===== config.mk =====
export PLATFORM = sky130hd
export DESIGN_NAME = fifo_collect
export DESIGN_NICKNAME = d
export VERILOG_FILES = /design/src/rtl/fifo_pkg.sv /design/src/rtl/fifo_collect.sv
export SDC_FILE = /design/constraint.sdc
export NUM_CORES = 1
export LEC_CHECK = 0
export BUFFER_PORTS_ARGS = -buffer_cell sky130_fd_sc_hd__clkbuf_2
export CORE_MARGIN = 4
export CORE_UTILIZATION = 30
export DETAILED_ROUTE_END_ITERATION = 10
export HOLD_SLACK_MARGIN = 0.03
export MAX_ROUTING_LAYER = met4
export PLACE_DENSITY = 0.58
export SKIP_LAST_GASP = 1
export SLEW_MARGIN = 5
export SYNTH_ARGS = -nofsm -noshare
export SYNTH_HDL_FRONTEND = slang
export SYNTH_SLANG_ARGS = --single-unit

===== constraint.sdc =====
create_clock -name clk -period 2.7 [get_ports clk]
set_input_delay 0.27 -clock clk [delete_from_list [all_inputs] [get_ports clk]]
set_output_delay 0.27 -clock clk [all_outputs]
set_load 0.05 [all_outputs]

===== src/rtl/fifo_pkg.sv =====
// rtl/fifo_pkg.sv - shared collector/feeder types and default array dimensions
package fifo_pkg;

   localparam int DEFAULT_DEPTH = 8;
   localparam int DEFAULT_BITS  = 8;

   typedef enum logic [1:0] {
      IDLE    = 2'd0,
      SKIP    = 2'd1,
      CAPTURE = 2'd2,
      DONE    = 2'd3
   } collect_state_t;

endpackage


===== src/rtl/fifo_collect.sv =====
// rtl/fifo_collect.sv - drops column skew, gathers DEPTH serial samples into a parallel vector
import fifo_pkg::*;

module fifo_collect #(
   parameter int DEPTH  = DEFAULT_DEPTH,
   parameter int BITS   = DEFAULT_BITS,
   parameter int SKEW_W = $clog2(2*DEPTH)
) (
   input  logic                   clk,
   input  logic                   rst_n,
   input  logic                   start,
   input  logic [SKEW_W-1:0]      skew,
   input  logic                   en,
   input  logic signed [BITS-1:0] d,
   input  logic                   rd,
   output logic signed [BITS-1:0] q [DEPTH],
   output logic                   valid,
   output logic                   busy
);

   localparam int IDX_W = (DEPTH > 1) ? $clog2(DEPTH) : 1;
   localparam logic [IDX_W-1:0] LAST_IDX = IDX_W'(DEPTH - 1);

   collect_state_t    state;
   logic [SKEW_W-1:0] skip_cnt;
   logic [IDX_W-1:0]  idx;

   always_ff @(posedge clk or negedge rst_n) begin
      if (!rst_n) begin
         state    <= IDLE;
         valid    <= 1'b0;
         skip_cnt <= '0;
         idx      <= '0;
         for (int i = 0; i < DEPTH; i++) q[i] <= '0;
      end else if (start) begin
         // restart wins over en/rd; this cycle's d is never used
         for (int i = 0; i < DEPTH; i++) q[i] <= '0;
         idx      <= '0;
         valid    <= 1'b0;
         skip_cnt <= skew;
         state    <= (skew != '0) ? SKIP : CAPTURE;
      end else begin
         case (state)
            SKIP: begin
               if (en) begin
                  skip_cnt <= skip_cnt - SKEW_W'(1);
                  if (skip_cnt == SKEW_W'(1)) state <= CAPTURE;
               end
            end
            CAPTURE: begin
               if (en) begin
                  q[idx] <= d;
                  idx    <= idx + IDX_W'(1);
                  if (idx == LAST_IDX) begin
                     state <= DONE;
                     valid <= 1'b1;
                  end
               end
            end
            DONE: begin
               if (rd) begin
                  valid <= 1'b0;
                  state <= IDLE;
               end
            end
            default: state <= IDLE;
         endcase
      end
   end

   assign busy = (state == SKIP) || (state == CAPTURE);

endmodule


==> impl_metrics.tcl <==
set metrics [dict create \
    min_period_ps 1960 \
    finClkSkew_ps 7.95 \
    die_height_um 113 \
    synth_seq_cells 74 \
    rsz0062_at_grt "no" \
    seq_area_frac_synth_pct 55.6 \
    endpoint_kind "flip-flop" \
    tns_ps 0 \
    remaining_drc_errors 0 \
    globalRouteOverflowTotal 0 \
    cts_sinks 74 \
    fin_cells 505 \
    drive_above_1_share_pct 30.7 \
    place_area_mm2 0.00382 \
    cts.clk_slew.worst_paths_ps 80 \
    post_cts_buffers 0 \
    start_kind "flip-flop" \
    hp-class "input port to async pin" \
    crit_arrival_ps 2170 \
    grt_usage_pct 14.2 \
    cts_buffers 9 \
    cts_resized 0 \
    ir_worst_vdd_v 0.000318 \
    power_density_mw_per_mm2 667 \
    worstPathMaxFanout 8 \
    postCtsHoldBufs 0 \
    syn_area_mm2 0.00333 \
    postLayoutCoreUtil_pct 37.9 \
    vias 2332 \
    fp-row-count 38 \
    boundaryPins 83 \
    fin_crit_sh_pct 72.4 \
    slowest_delay_ps 480 \
    drt-vias-per-instance 4.62 \
    areaGrowthSynthToFinish_pct 23.3 \
    startpoint "state[0]" \
    outcome "finished, final reports clean" \
    max_clock_freq_mhz 511 \
    io_buffers 82 \
    root_buffer "clkbuf_8" \
    r2r-end "q[20]" \
    dpl.hpwl_um 5720 \
    drt-pass1-iter-count 5 \
    cp.required_ps 2920 \
    wirelength_um 8370 \
    synthCells 287 \
    worst_pin_slew_ps 961 \
    die_width_um 113 \
    dp.cells 489 \
    setup_violations 0 \
    fin_nets 384 \
    max-slew-margin-rel_pct 35.9 \
    start_util_pct 30.7 \
    path_cells "inv_1 -> ha_1 -> nand2_2 -> nor3_4 -> mux2i_1 -> nor2_1" \
    wire_per_inst_um 16.6 \
    tritoncts "done" \
    antenna_found_initial 0 \
    dieArea_mm2 0.0128 \
    max-cap-violations 0 \
    crit_slowest_cell "nor3_4" \
    fin_area_mm2 0.00411 \
    hold_viol 0 \
    p_leak_uw 0.00204 \
    grt_pass1_vias 2410 \
    ant_nets 0 \
    drtIter0Drc 150 \
    antenna_cells 0 \
    htree_levels 3 \
    syn-num-nets 311 \
    ys_warn_count 0 \
    grt_pass1_wl_um 13300 \
    path_class "flip-flop to flip-flop" \
    crit_path_end "q[20]" \
    power.total_uw 2740 \
    coreArea_mm2 0.0108 \
    worstReg2RegStart "state[0]" \
    r2r_slack_ps 740 \
    place.gp.congestion 0.759 \
    reg2regPathDepth 6 \
    clock_path_buffers 2 \
    grt_max_degree 75 \
    yosysUniqueCellTypes 34 \
    clk-insertion-delay-late_ps 350 \
    synth_area_per_cell_um2 11.6 \
    slew_violations 0 \
]
==> cells by family after synthesis <==
family	Yosys count	share of synthesized area, %
compound gates	13	2.74
mux	65	19.6
buf+inv	29	4.06
simple gates	95	14.3
flops	74	55.6
xor+xnor	4	1.05
fa+ha+maj	7	2.63
==> synthesized netlist by cell type, drive strengths merged <==
cell type / number / share of area (%)
a21bo: 1 / 0.30
a21oi: 5 / 0.75
a32oi: 1 / 0.26
buf: 7 / 1.5
clkbuf: 15 / 1.7
dfrtp: 74 / 56
ha: 7 / 2.6
inv: 7 / 0.79
mux2: 1 / 0.34
mux2i: 64 / 19
nand2: 9 / 1.4
nand2b: 3 / 0.79
nand3: 6 / 1.1
nor2: 69 / 8.2
nor3: 4 / 2.0
nor3b: 1 / 0.23
nor4: 2 / 0.38
nor4bb: 1 / 0.30
o21a: 1 / 0.23
o21ai: 2 / 0.30
o221a: 1 / 0.34
o32a: 1 / 0.30
o32ai: 1 / 0.26
xnor2: 1 / 0.26
xor2: 3 / 0.79
==> worst max-delay path, delay by kind of cell, from the launching register on <==
kind | cells | cell delay, ps
AND/OR/NAND/NOR | 3 | 720
flip-flops | 1 | 410
adder cells (fa/ha/maj) | 1 | 360
multiplexers | 1 | 250
buffers and inverters | 1 | 90
==> stage by stage <==
stage	setup WS [ps]	hold WS, ps
5_1_grt	532	127
3_3_place_gp	810	483
4_1_cts	699	94.5
2_1_floorplan	1050	-25.6
6_report	744	64.7
3_5_place_dp	730	494
==> flip-flops by register name (all words and copies together) (netlist names) <==
| signal | count |
|---|---|
| idx | 3 |
| q | 64 |
| skip_cnt | 4 |
| state | 2 |
| valid | 1 |
==> cell usage in the layout (no fill, tap or decap), drive strengths merged, types with 2 or more instances in the layout <==
cell type,instances
clkbuf,92
dfrtp,74
nor2,69
mux2i,64
nand2,9
inv,7
ha,7
nand3,6
a21oi,5
bufinv,5
nor3,4
xor2,3
buf,3
nand2b,3
o21ai,2
nor4,2
==> worst min-delay path by stage <==
stage                  end  slack, ps
2_1_floorplan       idx[0]        -30
3_3_place_gp   skip_cnt[0]        480
3_5_place_dp         q[27]        490
4_1_cts               q[8]         90
5_1_grt              q[16]        130
6_report             q[22]         60
==> area by class of cell <==
type                       instances  area, µm²
sequential                        74       1850
clock buffer                      11        131
fill                            1120       6740
multi-input combinational        184       1340
tap                              140        175
clock inverter                     5        150
inverter                           7       26.3
timing repair buffer              84        428
==> where the power goes <==
| part | switching, µW | leakage [µW] | internal (µW) |
|---|---|---|---|
| registers | 33.3 | 0.00102 | 1140 |
| clock network | 412 | 0.000138 | 802 |
| logic | 245 | 0.000884 | 107 |
| total | 691 | 0.00204 | 2050 |
==> per-layer routing <==
metal	track usage (%)	wire length, µm
met1	18.5	3860
met2	21.2	3940
met3	3.32	415
met4	5.77	152
met5	-	0
(Power assumes the default switching activity.)
